`config.mk`:
```
export PLATFORM = sky130hd
export DESIGN_NAME = slavespi_kbdmus
export DESIGN_NICKNAME = d
export VERILOG_FILES = /design/src/rtl/slavespi_kbdmus.sv
export SDC_FILE = /design/constraint.sdc
export NUM_CORES = 1
export LEC_CHECK = 0
export CAP_MARGIN = 5
export CELL_PAD_IN_SITES_DETAIL_PLACEMENT = 0
export CELL_PAD_IN_SITES_GLOBAL_PLACEMENT = 2
export CORE_ASPECT_RATIO = 1.75
export CORE_UTILIZATION = 35
export CTS_CLUSTER_DIAMETER = 150
export DETAILED_ROUTE_END_ITERATION = 10
export PLACE_DENSITY_LB_ADDON = 0.1
export REMOVE_ABC_BUFFERS = 1
export SYNTH_ARGS = -nofsm -noshare
export SYNTH_HDL_FRONTEND = slang
export SYNTH_SLANG_ARGS = --single-unit
```
`constraint.sdc`:
```
create_clock -name fclk -period 2.2 [get_ports fclk]
set_input_delay 0.66 -clock fclk [delete_from_list [all_inputs] [get_ports fclk]]
set_output_delay 0.66 -clock fclk [all_outputs]
set_load 0.03 [all_outputs]
```
`src/rtl/slavespi_kbdmus.sv`:
```
// SPI slave from the board AVR: decodes keyboard-matrix and mouse frames and
// presents them as parallel data plus one-cycle strobes in the fclk domain.
module slavespi_kbdmus #(
    parameter logic [7:0] KBD_CMD    = 8'h10,
    parameter logic [7:0] MUSX_CMD   = 8'h20,
    parameter logic [7:0] MUSY_CMD   = 8'h21,
    parameter logic [7:0] MUSBTN_CMD = 8'h22
) (
    input  logic        fclk,
    input  logic        rst_n,
    input  logic        spics_n,
    input  logic        spick,
    input  logic        spido,
    output logic [39:0] kbd_in,
    output logic        kbd_stb,
    output logic [7:0]  mus_in,
    output logic        mus_xstb,
    output logic        mus_ystb,
    output logic        mus_btnstb,
    output logic        frame_err
);

    typedef enum logic [2:0] {ST_IDLE, ST_CMD, ST_KBD, ST_MUS, ST_IGNORE} state_t;
    typedef enum logic [1:0] {SEL_X, SEL_Y, SEL_BTN} mus_sel_t;

    // bit0 = s1, bit1 = s2, bit2 = s3
    logic [2:0] cs_sync, ck_sync, do_sync;

    always_ff @(posedge fclk or negedge rst_n) begin
        if (!rst_n) begin
            cs_sync <= 3'b111;
            ck_sync <= 3'b000;
            do_sync <= 3'b000;
        end else begin
            cs_sync <= {cs_sync[1:0], spics_n};
            ck_sync <= {ck_sync[1:0], spick};
            do_sync <= {do_sync[1:0], spido};
        end
    end

    logic ck_rise, cs_fall, cs_rise, bit_in;
    assign ck_rise = ck_sync[1] & ~ck_sync[2];
    assign cs_fall = ~cs_sync[1] & cs_sync[2];
    assign cs_rise = cs_sync[1] & ~cs_sync[2];
    assign bit_in  = do_sync[1];

    state_t     state, state_d;
    mus_sel_t   mus_sel;
    logic [7:0] shift_q;
    logic [2:0] bit_cnt;
    logic [2:0] byte_cnt;
    logic [31:0] stage;

    logic       byte_done;
    logic [7:0] new_byte;
    assign byte_done = ck_rise && (bit_cnt == 3'd7) && (state != ST_IDLE);
    assign new_byte  = {shift_q[6:0], bit_in};

    logic kbd_commit, mus_commit, err, clr_cnt;

    always_ff @(posedge fclk or negedge rst_n) begin
        if (!rst_n) state <= ST_IDLE;
        else        state <= state_d;
    end

    always_comb begin
        state_d    = state;
        kbd_commit = 1'b0;
        mus_commit = 1'b0;
        err        = 1'b0;
        clr_cnt    = 1'b0;
        if (cs_fall) begin
            state_d = ST_CMD;
            clr_cnt = 1'b1;
        end else begin
            case (state)
                ST_CMD: begin
                    if (byte_done) begin
                        if (new_byte == KBD_CMD)
                            state_d = ST_KBD;
                        else if (new_byte == MUSX_CMD || new_byte == MUSY_CMD ||
                                 new_byte == MUSBTN_CMD)
                            state_d = ST_MUS;
                        else
                            state_d = ST_IGNORE;
                    end
                end
                ST_KBD: begin
                    if (byte_done && byte_cnt == 3'd4) begin
                        kbd_commit = 1'b1;
                        state_d    = ST_IGNORE;
                    end
                end
                ST_MUS: begin
                    if (byte_done) begin
                        mus_commit = 1'b1;
                        state_d    = ST_IGNORE;
                    end
                end
                default: ;
            endcase
            // A commit landing together with CS rise still counts as a good frame
            if (cs_rise) begin
                state_d = ST_IDLE;
                clr_cnt = 1'b1;
                if (!kbd_commit && !mus_commit &&
                    ((state == ST_CMD && bit_cnt != 3'd0) ||
                     state == ST_KBD || state == ST_MUS))
                    err = 1'b1;
            end
        end
    end

    always_ff @(posedge fclk or negedge rst_n) begin
        if (!rst_n) begin
            shift_q  <= 8'h00;
            bit_cnt  <= 3'd0;
            byte_cnt <= 3'd0;
            mus_sel  <= SEL_X;
            stage    <= 32'h0;
        end else if (clr_cnt) begin
            shift_q  <= 8'h00;
            bit_cnt  <= 3'd0;
            byte_cnt <= 3'd0;
        end else if (ck_rise && state != ST_IDLE) begin
            shift_q <= new_byte;
            bit_cnt <= bit_cnt + 3'd1;
            if (byte_done) begin
                if (state == ST_CMD) begin
                    byte_cnt <= 3'd0;
                    if (new_byte == MUSX_CMD)      mus_sel <= SEL_X;
                    else if (new_byte == MUSY_CMD) mus_sel <= SEL_Y;
                    else                           mus_sel <= SEL_BTN;
                end else if (state == ST_KBD) begin
                    byte_cnt <= byte_cnt + 3'd1;
                    case (byte_cnt)
                        3'd0:    stage[31:24] <= new_byte;
                        3'd1:    stage[23:16] <= new_byte;
                        3'd2:    stage[15:8]  <= new_byte;
                        3'd3:    stage[7:0]   <= new_byte;
                        default: ;
                    endcase
                end
            end
        end
    end

    // Output register stage: data and strobes leave together
    always_ff @(posedge fclk or negedge rst_n) begin
        if (!rst_n) begin
            kbd_in     <= 40'h0;
            mus_in     <= 8'h00;
            kbd_stb    <= 1'b0;
            mus_xstb   <= 1'b0;
            mus_ystb   <= 1'b0;
            mus_btnstb <= 1'b0;
            frame_err  <= 1'b0;
        end else begin
            kbd_stb    <= kbd_commit;
            mus_xstb   <= mus_commit && (mus_sel == SEL_X);
            mus_ystb   <= mus_commit && (mus_sel == SEL_Y);
            mus_btnstb <= mus_commit && (mus_sel == SEL_BTN);
            frame_err  <= err;
            if (kbd_commit) kbd_in <= {stage, new_byte};
            if (mus_commit) mus_in <= new_byte;
        end
    end

endmodule

```
==> flow_summary.json, run 1 <==
{
  "reg2reg_depth": 8,
  "arrival_ns": 2.35,
  "via_per_inst": 4.77,
  "clkLatencyLatePin_ns": 0.35,
  "die_area_um2": 13300,
  "r2r_slack_ns": 0.09,
  "mostFrequentLayoutCells": "108 x dfrtp_1, 62 x mux2_2, 56 x clkdlybuf4s50_1",
  "async_flop_share_pct": 100,
  "start_kind": "flop",
  "period_minus_slack_ns": 2.11,
  "timing_worst_slew_pin_value_ns": 0.529,
  "clock_path_buffers": 2,
  "pre_cts_slack_ns": 0.0196,
  "cts_sinks": 111,
  "synth_area_um2": 4490,
  "finalWeightedCongestion": 0.785,
  "ys.flop_type": "dfrtp_1",
  "grt_usage_pct": 16.1,
  "htree_levels": 3,
  "drt-pass1-iter-count": 4,
  "p_per_area_nw_per_um2": 702,
  "max_cap_violations": 0,
  "ys_ff_latch": 111,
  "die_w_um": 87.6,
  "yosysWarningCount": 0,
  "worstPathRequired_ns": 2.44,
  "cts_made_buffers": 9,
  "irDropWorstVdd_v": 0.000418,
  "overflow": 0,
  "worstSetupEndpointType": "flop",
  "fin_area_um2": 5720,
  "synthTopCellsByArea": "dfrtp_1 60%, mux2_2 16%, mux2_1 4.5%",
  "ys_seq_area_share_pct": 62.0,
  "core-area_um2": 12500,
  "port_buffers": 57,
  "synth.avg_cell_area_um2": 14.4,
  "r2r-start": "bit_cnt[0]$_DFFE_PN0P_",
  "nFillCells": 1171,
  "cp_cell_sequence": "ha_1 -> ha_2 -> nand3b_4 -> or2_4 -> nor4_4 -> buf_4 -> buf_12 -> mux2_2",
  "routed_wl_um": 9720,
  "post-route-worst-setup-slack_ns": 0.0905,
  "antenna_cells": 0,
  "synth.distinct_cells": 40,
  "fin_crit_sh_pct": 95.9,
  "critPathKind": "reg -> reg",
  "cts.clk_slew.worst_paths_ns": 0.07,
  "crit_slowest_cell": "dfrtp_1",
  "hold_violations": 0,
  "wire_per_inst_um": 17.3,
  "fmax_ghz": 0.474,
  "mostFrequentLayoutCell": "dfrtp_1",
  "power.leakage_nw": 2.78,
  "grt_pass1_vias": 2816,
  "drive_above_1_share_pct": 30.2,
  "crit_path_max_fanout": 20,
  "drc": 0,
  "area_growth_pct": 27.4,
  "num_vias": 2683,
  "setup_viol": 0,
  "rsz0062_at_grt": "true",
  "netlist.area_leader.share_pct": 60.2,
  "dp_hpwl_um": 6620,
  "relSlewSlack_pct": 64.7,
  "status": "completed",
  "reg2reg_to": "kbd_in[5]$_DFFE_PN0P_",
  "die_h_um": 152,
  "synthCells": 311,
  "ioPinCount": 58,
  "antenna_found_initial": 0,
  "grt_first_pass_wirelength_um": 15800,
  "slowest_delay_ns": 0.37,
  "start_util_pct": 35.9,
  "min_path_type": "in -> async",
  "cts_tree": "yes",
  "place_area_um2": 5370,
  "slew_violations": 0,
  "synth_edf_count": 0,
  "clockRootBuffer": "clkbuf_16",
  "ant_nets": 0,
  "drt_first_iter_violations": 47,
  "synth_area_leader_cell": "dfrtp_1",
  "grt_max_degree": 43,
  "skew_ns": 0.00793,
  "fin_nets": 404,
  "rows": 54
}
power breakdown:
| part | internal, mW | switching [mW] |
|---|---|---|
| Clock | 0.898 | 0.777 |
| Combinational | 0.0918 | 0.160 |
| Sequential | 2.07 | 0.0208 |
| Total | 3.06 | 0.959 |
worst max-delay path: cells and delay by family, from the launching register on:
family / cells / cell delay (ns)
adders and majority gates: 2 / 0.38
DFF: 1 / 0.37
and+or+nand+nor: 3 / 0.54
muxes: 1 / 0.34
buffers and inverters: 2 / 0.36
cell type report:
type / count / area, µm² / share of cell area, %
Timing Repair Buffer: 82 / 811 / 14.2
Multi-Input combinational cell: 173 / 1570 / 27.4
Clock buffer: 9 / 225 / 3.94
Inverter: 12 / 45.0 / 0.788
Clock inverter: 7 / 80.1 / 1.40
Sequential cell: 111 / 2780 / 48.6
Tap cell: 168 / 210 / 3.68
how the worst max path moves through the flow:
stage | from | end | slack [ns] | cells after the start
2_1_floorplan | bit_cnt[0]$_DFFE_PN0P_ | kbd_in[0]$_DFFE_PN0P_ | -0.80 | 6
3_3_place_gp | bit_cnt[0]$_DFFE_PN0P_ | kbd_in[26]$_DFFE_PN0P_ | 0.05 | 7
3_5_place_dp | bit_cnt[0]$_DFFE_PN0P_ | kbd_in[9]$_DFFE_PN0P_ | 0.02 | 7
4_1_cts | bit_cnt[0]$_DFFE_PN0P_ | kbd_in[9]$_DFFE_PN0P_ | 0.009 | 7
5_1_grt | cs_sync[1]$_DFF_PN1_ | stage[15]$_DFFE_PN0P_ | -0.005 | 7
6_report | bit_cnt[0]$_DFFE_PN0P_ | kbd_in[5]$_DFFE_PN0P_ | 0.09 | 8
cell usage after synthesis (2+ instances only):
master and instances:
a21oi_1 16, a22o_1 2, and3_1 3, buf_4 2, buf_6 5, clkbuf_1 6
dfrtp_1 108, dfstp_2 3, ha_1 10, inv_1 12, mux2_1 18, mux2_2 62
nand2_1 13, nand2_4 3, nand2b_1 4, nor2_1 5, nor3_1 5, nor3b_1 2
nor4_4 2, o21ai_0 9, or3_1 2
timing repair:
item | 4_1_cts | 5_1_grt
hold buffers | 0 | 0
setup endpoints to repair | 0 | 42
endpoints found under the hold margin | 0 | 0
buffers inserted | 0 | 2
gates resized for setup | 0 | 5
registers in the layout, summed over array words and instances, names as in the netlist, 2 cells and up:
signal,cells
bit_cnt,3
byte_cnt,3
ck_sync,3
cs_sync,3
do_sync,2
kbd_in,40
mus_in,8
mus_sel,2
shift_q,7
stage,32
state,3
metrics by stage:
stage | total power, mW | hold slack [ns] | instances | util (%) | TNS, ns
6_report | 4.01 | 0.216 | 562 | 45.7 | 0
4_1_cts | 4.07 | 0.219 | 559 | 45.4 | 0
2_1_floorplan | 2.24 | 0.331 | 296 | - | -32.24
5_1_grt | 4.18 | 0.225 | 562 | 45.7 | -0.00543
3_5_place_dp | 2.38 | 0.342 | 543 | 42.9 | 0
3_3_place_gp | 2.38 | 0.338 | 543 | 42.9 | 0
routing by layer:
layer  share of wire, %  vias up  global-route usage (%)  wire length, µm
li1                   -     1240                       -                -
met1                 41     1394                    19.5             4030
met2                 55       37                    27.8             5320
met3                2.2       12                    3.26              217
met4                1.5        0                    5.39              145
met5                  0        -                       0                0
cell families (layout without fill, tap and decap cells):
group                      after synthesis  in the layout  synth area share, %
adders and majority gates               10             10                 2.79
xor gates and xnor gates                 2              2                0.390
buffers and inverters                   27            110                 3.29
DFF                                    111            111                 62.0
and+or+nand+nor                         49             49                 7.50
AOI/OAI and AO/OA                       32             32                 3.99
muxes                                   80             80                 20.1
Note: power is estimated with default switching activity, not from simulation.
==> run 2, diff against run 1 <==
--- a/config.mk
+++ b/config.mk
@@ -5,7 +5,7 @@
 export SDC_FILE = /design/constraint.sdc
 export NUM_CORES = 1
 export LEC_CHECK = 0
-export CAP_MARGIN = 5
+export CAP_MARGIN = 25
 export CELL_PAD_IN_SITES_DETAIL_PLACEMENT = 0
 export CELL_PAD_IN_SITES_GLOBAL_PLACEMENT = 2
 export CORE_ASPECT_RATIO = 1.75
==> results of run 2 <==
Same layout as run 1: the final DEF is identical, and so are final timing and power.
